<file path="src/rtl/pwm_multi.sv">
// -----------------------------------------------------------------------------
// pwm_multi
//
// Multi-channel PWM generator. All channels share one counter; each channel
// compares the counter against its own duty value. Period, duties and the
// alignment mode are written into shadow registers by a one-cycle load strobe
// and only become active at a period boundary (or immediately while idle), so
// an output never sees a half-old/half-new setting.
//
// Ports:
//   clk        system clock, rising edge
//   rst        asynchronous active-high reset
//   en         run enable; low holds the counter at 0 and forces outputs low
//   load       one-cycle strobe: capture period/duty/center into shadow
//   period     period setting P
//   duty       channel i duty at bits [i*WIDTH +: WIDTH]
//   center     0 = edge-aligned, 1 = center-aligned
//   pout       registered PWM outputs, one per channel
//   period_end registered one-cycle pulse on the last cycle of each period
//   pending    shadow holds values not yet applied
// -----------------------------------------------------------------------------
module pwm_multi #(
   parameter int WIDTH    = 8,
   parameter int CHANNELS = 4
) (
   input  logic                      clk,
   input  logic                      rst,
   input  logic                      en,
   input  logic                      load,
   input  logic [WIDTH-1:0]          period,
   input  logic [CHANNELS*WIDTH-1:0] duty,
   input  logic                      center,
   output logic [CHANNELS-1:0]       pout,
   output logic                      period_end,
   output logic                      pending
);

   // Shared counter state. dir_down_reg = 0 means counting up.
   logic [WIDTH-1:0]    cnt_reg, cnt_next;
   logic                dir_down_reg, dir_down_next;

   // Active and shadow copies of the shared settings.
   logic [WIDTH-1:0]    period_act_reg, period_sh_reg;
   logic                center_act_reg, center_sh_reg;

   logic                pending_reg, pending_next;
   logic [CHANNELS-1:0] pout_reg, pout_next;
   logic                period_end_reg;

   logic                last_count;
   logic                boundary;
   logic                xfer;
   logic [WIDTH-1:0]    period_m1;

   assign period_m1 = period_act_reg - WIDTH'(1);

   // Last cycle of a period. In center mode with P=0 the counter is parked at
   // 0 going up, so this never fires and no period ever completes.
   always_comb begin
      if (center_act_reg)
         last_count = dir_down_reg && (cnt_reg == '0) && (period_act_reg != '0);
      else
         last_count = (cnt_reg == period_act_reg);
   end

   assign boundary = en & last_count;

   // Shadow-to-active copy happens at a running boundary, or on any clock
   // while idle if something is waiting, so idle loads apply within a cycle.
   assign xfer = boundary | (~en & pending_reg);

   // A load always wins over the clear: if it lands on a boundary, the copy
   // takes the old shadow and the new values wait for the next boundary.
   always_comb begin
      pending_next = pending_reg;
      if (load)
         pending_next = 1'b1;
      else if (xfer)
         pending_next = 1'b0;
   end

   // Counter sequencing. Center mode repeats each endpoint once: up 0..P-1,
   // P-1 again while turning, down to 0, and the repeated 0 is the first
   // cycle of the next period.
   always_comb begin
      cnt_next      = cnt_reg;
      dir_down_next = dir_down_reg;
      if (!en || boundary) begin
         cnt_next      = '0;
         dir_down_next = 1'b0;
      end else if (center_act_reg) begin
         if (period_act_reg == '0) begin
            cnt_next      = '0;
            dir_down_next = 1'b0;
         end else if (!dir_down_reg) begin
            if (cnt_reg == period_m1)
               dir_down_next = 1'b1;
            else
               cnt_next = cnt_reg + WIDTH'(1);
         end else begin
            // cnt_reg > 0 here; cnt_reg == 0 going down is a boundary.
            cnt_next = cnt_reg - WIDTH'(1);
         end
      end else begin
         // Edge mode: cnt_reg < P here, so the increment cannot overflow.
         cnt_next = cnt_reg + WIDTH'(1);
      end
   end

   always_ff @(posedge clk or posedge rst) begin
      if (rst) begin
         cnt_reg        <= '0;
         dir_down_reg   <= 1'b0;
         period_act_reg <= '0;
         period_sh_reg  <= '0;
         center_act_reg <= 1'b0;
         center_sh_reg  <= 1'b0;
         pending_reg    <= 1'b0;
         pout_reg       <= '0;
         period_end_reg <= 1'b0;
      end else begin
         cnt_reg        <= cnt_next;
         dir_down_reg   <= dir_down_next;
         pending_reg    <= pending_next;
         pout_reg       <= pout_next;
         period_end_reg <= boundary;
         if (load) begin
            period_sh_reg <= period;
            center_sh_reg <= center;
         end
         if (xfer) begin
            period_act_reg <= period_sh_reg;
            center_act_reg <= center_sh_reg;
         end
      end
   end

   // Per-channel duty storage and compare.
   generate
      for (genvar gi = 0; gi < CHANNELS; gi++) begin : g_ch
         logic [WIDTH-1:0] duty_sh_reg;
         logic [WIDTH-1:0] duty_act_reg;

         always_ff @(posedge clk or posedge rst) begin
            if (rst) begin
               duty_sh_reg  <= '0;
               duty_act_reg <= '0;
            end else begin
               if (load)
                  duty_sh_reg <= duty[gi*WIDTH +: WIDTH];
               if (xfer)
                  duty_act_reg <= duty_sh_reg;
            end
         end

         assign pout_next[gi] = en & (cnt_reg < duty_act_reg);
      end
   endgenerate

   assign pout       = pout_reg;
   assign period_end = period_end_reg;
   assign pending    = pending_reg;

endmodule

</file>
<file path="config.mk">
export PLATFORM = sky130hd
export DESIGN_NAME = pwm_multi
export DESIGN_NICKNAME = d
export VERILOG_FILES = /design/src/rtl/pwm_multi.sv
export SDC_FILE = /design/constraint.sdc
export NUM_CORES = 1
export LEC_CHECK = 0
export ABC_AREA = 0
export CAP_MARGIN = 20
export CORE_ASPECT_RATIO = 0.6
export CORE_MARGIN = 5
export CORE_UTILIZATION = 45
export CTS_CLUSTER_DIAMETER = 60
export DETAILED_ROUTE_END_ITERATION = 8
export PLACE_DENSITY = 0.7
export SYNTH_ARGS = -nofsm -noshare
export SYNTH_HDL_FRONTEND = slang
export SYNTH_SLANG_ARGS = --single-unit
</file>
<file path="constraint.sdc">
create_clock -name clk -period 3.6 [get_ports clk]
set_input_delay 0.54 -clock clk [delete_from_list [all_inputs] [get_ports clk]]
set_output_delay 0.54 -clock clk [all_outputs]
set_load 0.02 [all_outputs]
</file>
; ---- Yosys cells after proc, flatten, opt, wreduce, memory -nomap -nowiden
; Index checks and enable logic that the tools add are counted.
[totals]
reg_bits = 97
input_bits = 45
output_inout_bits = 6
[op_classes]
n_mux = 13
add_sub_neg = 3
bitwise = 8
n_reduce_logical = 9
n_lt_le_gt_ge = 4
eq_ne = 3
[op_table]
columns = operator, count
row1 = $mux W8, 5
row2 = $lt A8 B8 Y1, 4
row3 = $eq A8 B8 Y1, 2
row4 = $logic_not A8 Y1, 2
row5 = $sub A8 B1 Y8 const B, 2
row6 = $add A8 B1 Y8 const B, 1
row7 = $mux W1, 8
row8 = $reduce_bool A8 Y1, 1
row9 = $and A1 B1 Y1, 6
row10 = $ne A5 B5 Y1 const B, 1
row11 = $reduce_bool A2 Y1, 2
row12 = $logic_and A1 B1 Y1, 2
row13 = $logic_not A1 Y1, 1
row14 = $logic_or A1 B1 Y1, 1
row15 = $not A1 Y1, 1
row16 = $or A1 B1 Y1, 1

; ---- Depth between registers and ports, before layout
; Gate-level depths: netlist (run 1).
[logic_depth]
depth_word = 8
depth_mapped = 10

; ---- Worst setup path before layout (run 1)
; Ideal clock, no wire load.
[synth_path]
kind = register to register
from = register cnt_reg[1]
to = register g_ch[0].duty_act_reg[0]
synth_period_minus_slack_ps = 2324
slack_ps = 1276
t_arrival_ps = 2199
stages_incl_launch_ff = 11
setup_ps = 125
cell_sequence = dfrtp_1 clkbuf_1 inv_1 ha_1 nor3b_1 nand4b_1 o21ai_2 nor2_4 nor2_2 buf_6 mux2_2
[synth_between]
elab_chain_len = 6
[synth_rtl]
columns = item, line_no
row1 = start: declaration, 39  ; logic [WIDTH-1:0] cnt_reg, cnt_next;
row2 = start signal: assignment, 122  ; cnt_reg <= cnt_next;
row3 = $logic_not A8 Y1, 61  ; last_count = dir_down_reg && (cnt_reg == '0) && (period_act_reg != '0);
row4 = $logic_and A1 B1 Y1 (2 in series), 61
row5 = $mux W1 (*), 60  ; if (center_act_reg)
row6 = $and A1 B1 Y1 (*), 66  ; assign boundary = en & last_count;
row7 = $or A1 B1 Y1 (*), 70  ; assign xfer = boundary | (~en & pending_reg);
row8 = end signal: assignment, 152  ; duty_act_reg <= duty_sh_reg;
row9 = end: declaration, 142  ; logic [WIDTH-1:0] duty_act_reg;
; Every way passes the cells marked *; elsewhere a longest branch is shown, timed or not.
; A chain may end at the register's enable or synchronous reset.

; ---- Worst setup path after layout (run 1)
[layout_path]
from = register cnt_reg[0]
to = register g_ch[2].duty_act_reg[0]
[layout_between]
elab_chain_len = 6
[layout_rtl]
columns = item, line_no
row1 = $logic_not A8 Y1, 61
row2 = $logic_and A1 B1 Y1 (2 in series), 61
row3 = $mux W1 (*), 60
row4 = $and A1 B1 Y1 (*), 66
row5 = $or A1 B1 Y1 (*), 70
row6 = end signal: assignment, 152
row7 = end: declaration, 142
; Marks and branches as above.

==> flow_summary.ini, run 1 <==
[placed_design]
place_congestion = 0.895
port_buffers = 50
place_worst_setup_slack_ns = 0.924
dp_hpwl_um = 7850

[routing]
vias = 3470
drtIter0Drc = 276
wl_um = 11000
drc = 0
ant_nets = 0
wl_per_cell_um = 17.0
firstDrtPassIters = 4
drt-vias-per-instance = 5.38

[timing]
setup_viol = 0
tightest_slew_ns = 0.987
fin_skew_ns = 0.00676
tns_ns = 0
fin_crit_ns = 2.74
rsz0062_at_grt = no
finalHoldViolCount = 0
drv_slew = 0
setup_ws_ns = 0.863
timing.hold.ws_ns = 0.508
slew_headroom_pct = 34.2
min_period_over_period_pct = 76.0
fmax_ghz = 0.365

[clocking]
cts_sinks = 97
cts_buffer_depth = 2
cts_root_buffer = clkbuf_16
htreeDepth = 3
cts_hold_buf = 0
tritoncts = yes
cts_resized = 0
clk_latency_ns = 0.34
post_cts_buffers = 0
clk_pin_slew_ns = 0.07
cts_buffers = 9

[synth]
syn_avg_cell_area_um2 = 12.1
syn-cell-area_mm2 = 0.00520
synth_edf_count = 0
ys_seq_area_share_pct = 46.6
synth_ff_type = dfrtp_1
synth-async-reset-ratio_pct = 100
synth_fp_nets = 509
synth-seq-cells = 97
synth_warnings = 0
netlist_instances = 431
synth_cell_types = 59

[power_and_ir_drop]
switching_power_mw = 0.961
swShare_pct = 30.9
irDropWorstVdd_uv = 316
p_int_mw = 2.15
p_leak_nw = 2.77
seqPwrFrac_pct = 45.0
p_comb_share_pct = 25.0
p_total_mw = 3.11
power_frac_clock_pct = 30.0
power_density_mw_per_mm2 = 503

[hold_path]
hold_path_depth = 1
worstHoldPathType = flop to flop
worstHoldStart = g_ch[3].duty_sh_reg[6]
min_to = g_ch[3].duty_act_reg[6]

[grt]
grt_use_total_pct = 16.9
antenna_found_initial = 0
grt_pass1_wl_um = 18700
grt_start_max_net_pins = 45
grt_overflow = 0
first_global_vias = 3612

[final_layout]
layout_common_cells = 97 x dfrtp_1, 66 x mux2_2, 49 x clkdlybuf4s50_1
area_growth_syn_to_layout_pct = 18.8
antenna_cells = 0
fin_nets = 558
final_common_cell = dfrtp_1
drive_gt1_share_pct = 24.5

[die]
initial_core_util_pct = 46.1
fp.dieH_um = 93.3
rows = 30
pin_count = 51
die-area_mm2 = 0.0139
die_w_um = 149
coreArea_mm2 = 0.0113

[worst_setup_path]
critical_path_class = flop to flop
slowest_delay_ns = 0.57
r2r_start = cnt_reg[0]
r2r_cells = 9
r2r_end = g_ch[2].duty_act_reg[0]
path_max_fanout = 33
end_kind = flop
cp.arrival_ns = 2.96
crit_path_start = cnt_reg[0]
cp.required_ns = 3.83
path_cells = inv_1, ha_1, nor3b_1, nand4b_1, o21ai_2, nor2_4, nor2_4, buf_12, mux2_2
crit_top_cell = nor2_4
critPathSlowestCell = dfrtp_1
r2r_slack_ns = 0.86
critPathLaunchType = flop

[flow_run]
maxCapViolCount = 0

[status]
status = finished clean
## power by group through the flow
stage	clock network [mW]	logic (mW)	registers, mW
after floorplan	0	0.599	1.35
after global placement	0	0.749	1.41
after detailed placement	0	0.777	1.42
after CTS	0.954	0.783	1.40
after global routing	1.00	0.873	1.42
final	0.933	0.776	1.40
## final cells by class
cell class | instances | area [um^2]
multi-input combinational | 274 | 2520
clock buffer | 10 | 229
clock inverter | 6 | 63.8
fill | 943 | 5120
timing repair buffer | 59 | 588
tap | 160 | 200
sequential | 97 | 2430
inverter | 39 | 148
## worst max path at each step
stage,to
2_1_floorplan,center_act_reg
3_3_place_gp,g_ch[2].duty_act_reg[0]
3_5_place_dp,g_ch[2].duty_act_reg[0]
4_1_cts,g_ch[2].duty_act_reg[0]
5_1_grt,g_ch[2].duty_act_reg[7]
6_report,g_ch[2].duty_act_reg[0]
## cell usage after synthesis (5+ instances only)
| library cell | n | area (um^2) |
|---|---|---|
| a211oi_1 | 6 | 45.0 |
| a21o_1 | 10 | 75.1 |
| mux2_2 | 66 | 743 |
| nand2_1 | 10 | 37.5 |
| o21ai_0 | 11 | 55.1 |
| ha_1 | 33 | 413 |
| mux2_4 | 16 | 240 |
| clkbuf_1 | 15 | 56.3 |
| xor2_1 | 10 | 87.6 |
| dfrtp_1 | 97 | 2430 |
| xnor2_1 | 9 | 78.8 |
| nor2_1 | 13 | 48.8 |
| nand2b_1 | 5 | 31.3 |
| a31oi_1 | 6 | 37.5 |
| a21oi_1 | 5 | 25.0 |
| inv_1 | 39 | 146 |
| o22ai_1 | 5 | 31.3 |
| nor3_1 | 7 | 35.0 |
## critical path: cells and delay by family (launching register included)
kind / cells / cell delay (ns)
and+or+nand+nor: 4 / 0.74
AOI/OAI and AO/OA: 1 / 0.25
DFF: 1 / 0.57
adders and majority gates: 1 / 0.15
muxes: 1 / 0.37
buffers and inverters: 2 / 0.50
## metrics by stage
stage               utilization, %  cells  instance area (um^2)
CTS                           54.7    645                  6180
floorplan                        -    431                  5200
detailed placement            52.1    629                  5890
global placement              52.1    629                  5890
global route                  54.7    645                  6180
finish                        54.7    645                  6180
## cells by family after synthesis
family,count (synthesis),share of synthesized area [%]
xor+xnor,20,3.63
compound gates,69,9.52
mux,82,18.9
simple gates,70,8.42
flops,97,46.6
buf+inv,60,4.95
fa+ha+maj,33,7.93
## per-layer routing
layer	track usage, %	share of wire [%]	up-vias
li1	-	-	1643
met3	3.83	6.0	14
met1	25.1	50	1710
met5	0	0	-
met4	4.19	1.0	0
met2	25.2	43	103
Power figures use the tool's default switching activity.
==> inputs of run 2 (changes only) <==
PLACE_DENSITY = 0.73   (was 0.7)
clock period = 2.3 ns   (was 3.6 ns; I/O delays follow)
==> flow_summary.ini, run 2 (same netlist as run 1, synthesis figures left out) <==
[status]
status = complete, but fails checks
violations = setup timing

[routing]
firstDrtPassIters = 4
wl_per_cell_um = 16.7
drtIter0Drc = 279
drc = 0
wl_um = 11400
drt-vias-per-instance = 5.27
ant_nets = 0
vias = 3577

[grt]
grt_start_max_net_pins = 98
antenna_found_initial = 0
grt_pass1_wl_um = 18700
first_global_vias = 3694
grt_overflow = 0
grt_use_total_pct = 16.9

[final_layout]
antenna_cells = 0
drive_gt1_share_pct = 32.8
layout_common_cells = 94 x dfrtp_1, 66 x mux2_2, 49 x clkdlybuf4s50_1
area_growth_syn_to_layout_pct = 26.2
final_core_util_pct = 58.1
stdcell_count = 679
final_common_cell = dfrtp_1
fin_nets = 592
nFillCells = 908

[power_and_ir_drop]
irDropWorstVdd_uv = 419
power_density_mw_per_mm2 = 772
p_leak_nw = 2.97

[worst_setup_path]
critPathLaunchType = flop
critPathSlowestCell = or4_4
slowest_delay_ns = 0.59
r2r_slack_ns = -0.02
cp.required_ns = 2.57
r2r_cells = 5
path_cells = or4_4, or4b_4, buf_4, or3b_2, a21oi_1
r2r_end = cnt_reg[1]
end_kind = flop
path_max_fanout = 4
cp.arrival_ns = 2.59
r2r_start = period_act_reg[4]
critical_path_class = flop to flop

[clocking]
clk_pin_slew_ns = 0.07
clk_latency_ns = 0.35
cts_sinks = 97
tritoncts = yes
htreeDepth = 3
cts_buffer_depth = 2
cts_root_buffer = clkbuf_16
cts_buffers = 9

[timing]
setup_viol = 5
fmax_ghz = 0.431
slew_headroom_pct = 58.3
tightest_slew_ns = 0.626
drv_slew = 0
finalHoldViolCount = 0
rsz0062_at_grt = yes
fin_skew_ns = 0.00949
setup_ws_ns = -0.0179
tns_ns = -0.0438
min_period_over_period_pct = 101
fin_crit_ns = 2.32

[placed_design]
dp_cells = 657
place_congestion = 0.944
port_buffers = 50
dp_hpwl_um = 8100

[die]
rows = 30
fp.dieH_um = 93.3
pin_count = 51
initial_core_util_pct = 46.1
coreArea_mm2 = 0.0113
die_w_um = 149
die-area_mm2 = 0.0139

[hold_path]
worstHoldPathType = primary input to async pin

[flow_run]
maxCapViolCount = 0
-- run 2: layer usage --
layer,part of all wire (%),routed length [um],global-route usage (%)
met5,0,0,0
met4,1.3,144,4.19
met3,6.1,695,4.89
met2,44,4970,25.3
met1,49,5550,24.2
-- run 2: critical path, delay by kind of cell (launching register included) --
family                 cells  cell delay (ns)
flip-flops                 1             0.38
AO/OA/AOI/OAI              1             0.16
buffers and inverters      1             0.16
AND/OR/NAND/NOR            3             1.55
-- run 2: where the power goes --
group	switching [mW]	internal (mW)
Combinational	0.677	0.790
Sequential	0.181	1.94
Clock	0.708	0.770
-- run 2: layout make-up --
class | instances | area, um^2 | area share (%)
clock buffers | 9 | 225 | 3.43
clock inverters | 7 | 67.6 | 1.03
inverters | 39 | 150 | 2.29
multi-input cells | 274 | 2590 | 39.5
flip-flops and latches | 97 | 2430 | 37.0
well taps | 160 | 200 | 3.05
repair buffers | 93 | 898 | 13.7
-- run 2: worst max-delay path by stage --
stage	startpoint	to	slack (ns)	cells past startpoint
3_3_place_gp	period_act_reg[2]	cnt_reg[0]	0.03	7
5_1_grt	period_act_reg[4]	cnt_reg[1]	-0.11	7
6_report	period_act_reg[4]	cnt_reg[1]	-0.02	5
4_1_cts	period_act_reg[5]	cnt_reg[0]	-0.02	7
3_5_place_dp	period_act_reg[2]	cnt_reg[0]	-0.04	7
2_1_floorplan	period_act_reg[2]	center_act_reg	0.004	7
-- run 2: timing repair --
action / CTS / global route
pin swaps: 1 / 1
hold buffers: 0 / 0
setup buffers: 0 / 4
setup endpoints to repair: 3 / 48
gates cloned: 0 / 2
gates resized for setup: 4 / 16
-- run 2: through the flow --
step	worst slack, ns	power, mW	hold WS (ns)	instance area, um^2
finish	-0.0179	5.07	0.489	6570
global route	-0.106	5.37	0.524	6570
global placement	0.0293	3.50	0.487	6110
detailed placement	-0.0430	3.54	0.493	6110
CTS	-0.0187	5.05	0.510	6420
floorplan	0.00374	3.05	0.467	5210
==> inputs of run 3 (changes only) <==
clock period = 2.1 ns   (was 2.3 ns; I/O delays follow)
==> flow_summary.ini, run 3 (same netlist as run 1, synthesis figures left out) <==
[worst_setup_path]
crit_top_cell = nor2_4
critical_path_class = flop to flop
end_kind = flop
cp.arrival_ns = 2.55
path_cells = inv_1, ha_1, nor3b_2, nand4b_1, o21ai_2, nor2_4, nor2_4, buf_12, mux2_2
cp.required_ns = 2.34
critPathLaunchType = flop
critPathSlowestCell = dfrtp_2
path_max_fanout = 27
slowest_delay_ns = 0.46

[status]
status = complete, but fails checks
violations = setup timing

[grt]
grt_pass1_wl_um = 20200
antenna_found_initial = 0
grt_start_max_net_pins = 63
grt_use_total_pct = 18.4
grt_overflow = 0
first_global_vias = 3895

[placed_design]
port_buffers = 50
dp_hpwl_um = 8440
dpl_cell_area_mm2 = 0.00625
dp_cells = 672
place_congestion = 0.929

[flow_run]
maxCapViolCount = 0

[routing]
wl_met3_um = 812
vias = 3650
highest_layer = met4
drt-vias-per-instance = 5.27
drc = 0
wl_met2_um = 5310
wl_um = 11800
firstDrtPassIters = 4
met1Wirelength_um = 5530
ant_nets = 0
drtIter0Drc = 225
wl_per_cell_um = 17.1

[power_and_ir_drop]
p_comb_share_pct = 29.9
power_density_mw_per_mm2 = 840
irDropWorstVdd_uv = 433
seqPwrFrac_pct = 40.8
p_leak_nw = 3.06
switching_power_mw = 1.77
swShare_pct = 31.3
power_frac_clock_pct = 29.3
p_int_mw = 3.89

[timing]
fin_crit_ns = 2.31
tightest_slew_ns = 0.476
min_period_over_period_pct = 110
rsz0062_at_grt = yes
setup_viol = 50
drv_slew = 0
finalHoldViolCount = 0
slew_headroom_pct = 68.0
fin_skew_ns = 0.00770
fmax_ghz = 0.432
timing.hold.ws_ns = 0.383
setup_ws_ns = -0.213

[final_layout]
antenna_cells = 0
stdcell_count = 693
layout_common_cells = 96 x dfrtp_1, 66 x mux2_2, 50 x buf_4
area_growth_syn_to_layout_pct = 29.4
stdcell_area_mm2 = 0.00674
drive_gt1_share_pct = 35.1
fin_nets = 606
final_common_cell = dfrtp_1

[clocking]
cts_hold_buf = 0
clk_pin_slew_ns = 0.07
clk_latency_ns = 0.35
cts_sinks = 97
tritoncts = yes
cts_root_buffer = clkbuf_16
cts_buffers = 9
cts_buffer_depth = 2
htreeDepth = 3

[die]
initial_core_util_pct = 46.1
rows = 30
coreArea_mm2 = 0.0113
pin_count = 51
die_w_um = 149
fp.dieH_um = 93.3
die-area_mm2 = 0.0139

[hold_path]
worstHoldPathType = primary input to async pin
[run 3: cell count changes in the layout (fill, tap and decap cells not counted), sizes merged]
cell	delta
clkinv	+2
clkinvlp	+1
buf	+16
inv	-3
clkbuf	-2
[run 3: critical path: cells and delay by family (launching register included)]
family	cells	cell delay [ns]
flip-flops	1	0.46
adder cells (fa/ha/maj)	1	0.17
buffers and inverters	2	0.32
multiplexers	1	0.36
AO/OA/AOI/OAI	1	0.25
AND/OR/NAND/NOR	4	0.61
[run 3: cell type report]
type | instances | area [um^2]
clock buffer | 9 | 225
clock inverter | 7 | 85.1
fill | 908 | 4560
inverter | 39 | 150
multi-input combinational | 274 | 2650
sequential | 97 | 2430
tap | 160 | 200
timing repair buffer | 107 | 993
[run 3: timing repair]
| action | 4_1_cts | 5_1_grt |
|---|---|---|
| buffers inserted | 1 | 5 |
| setup endpoints to repair | 50 | 51 |
| pin swaps | 11 | 10 |
| resized for setup | 21 | 7 |
| gates cloned | 1 | 0 |
[run 3: through the flow]
step | worst slack, ns | setup TNS [ns] | utilization (%) | power, mW
2_1_floorplan | -0.195 | -7.53 | - | 3.35
4_1_cts | -0.179 | -6.77 | 59.1 | 5.69
5_1_grt | -0.302 | -13.63 | 59.6 | 6.00
3_3_place_gp | -0.163 | -5.15 | 55.3 | 3.88
3_5_place_dp | -0.222 | -7.05 | 55.3 | 3.94
6_report | -0.213 | -8.72 | 59.6 | 5.66
[run 3: final timing paths]
check,end,from,slack (ns),cells after the start
min in group clk,pending,load,0.48,3
max in group asynchronous,period_sh_reg[4],rst,1.39,3
worst min-delay path,g_ch[2].duty_sh_reg[2],rst,0.38,3
worst max register to register,g_ch[1].duty_act_reg[6],cnt_reg[0],-0.21,9
worst min register to register,g_ch[0].duty_act_reg[4],g_ch[0].duty_act_reg[4],0.51,1
worst max-delay path,g_ch[1].duty_act_reg[6],cnt_reg[0],-0.21,9
[run 3: power groups by stage]
stage	clock network, mW	logic [mW]	registers, mW
after global placement	0	1.55	2.33
after global routing	1.78	1.88	2.35
after floorplan	0	1.03	2.32
after CTS	1.71	1.68	2.31
final	1.66	1.69	2.31
after detailed placement	0	1.60	2.34
[run 3: routing by layer]
| layer | global-route usage [%] | up-vias |
|---|---|---|
| li1 | - | 1744 |
| met1 | 26.6 | 1794 |
| met2 | 27.7 | 98 |
| met3 | 4.55 | 14 |
| met4 | 5.03 | 0 |
| met5 | 0 | - |
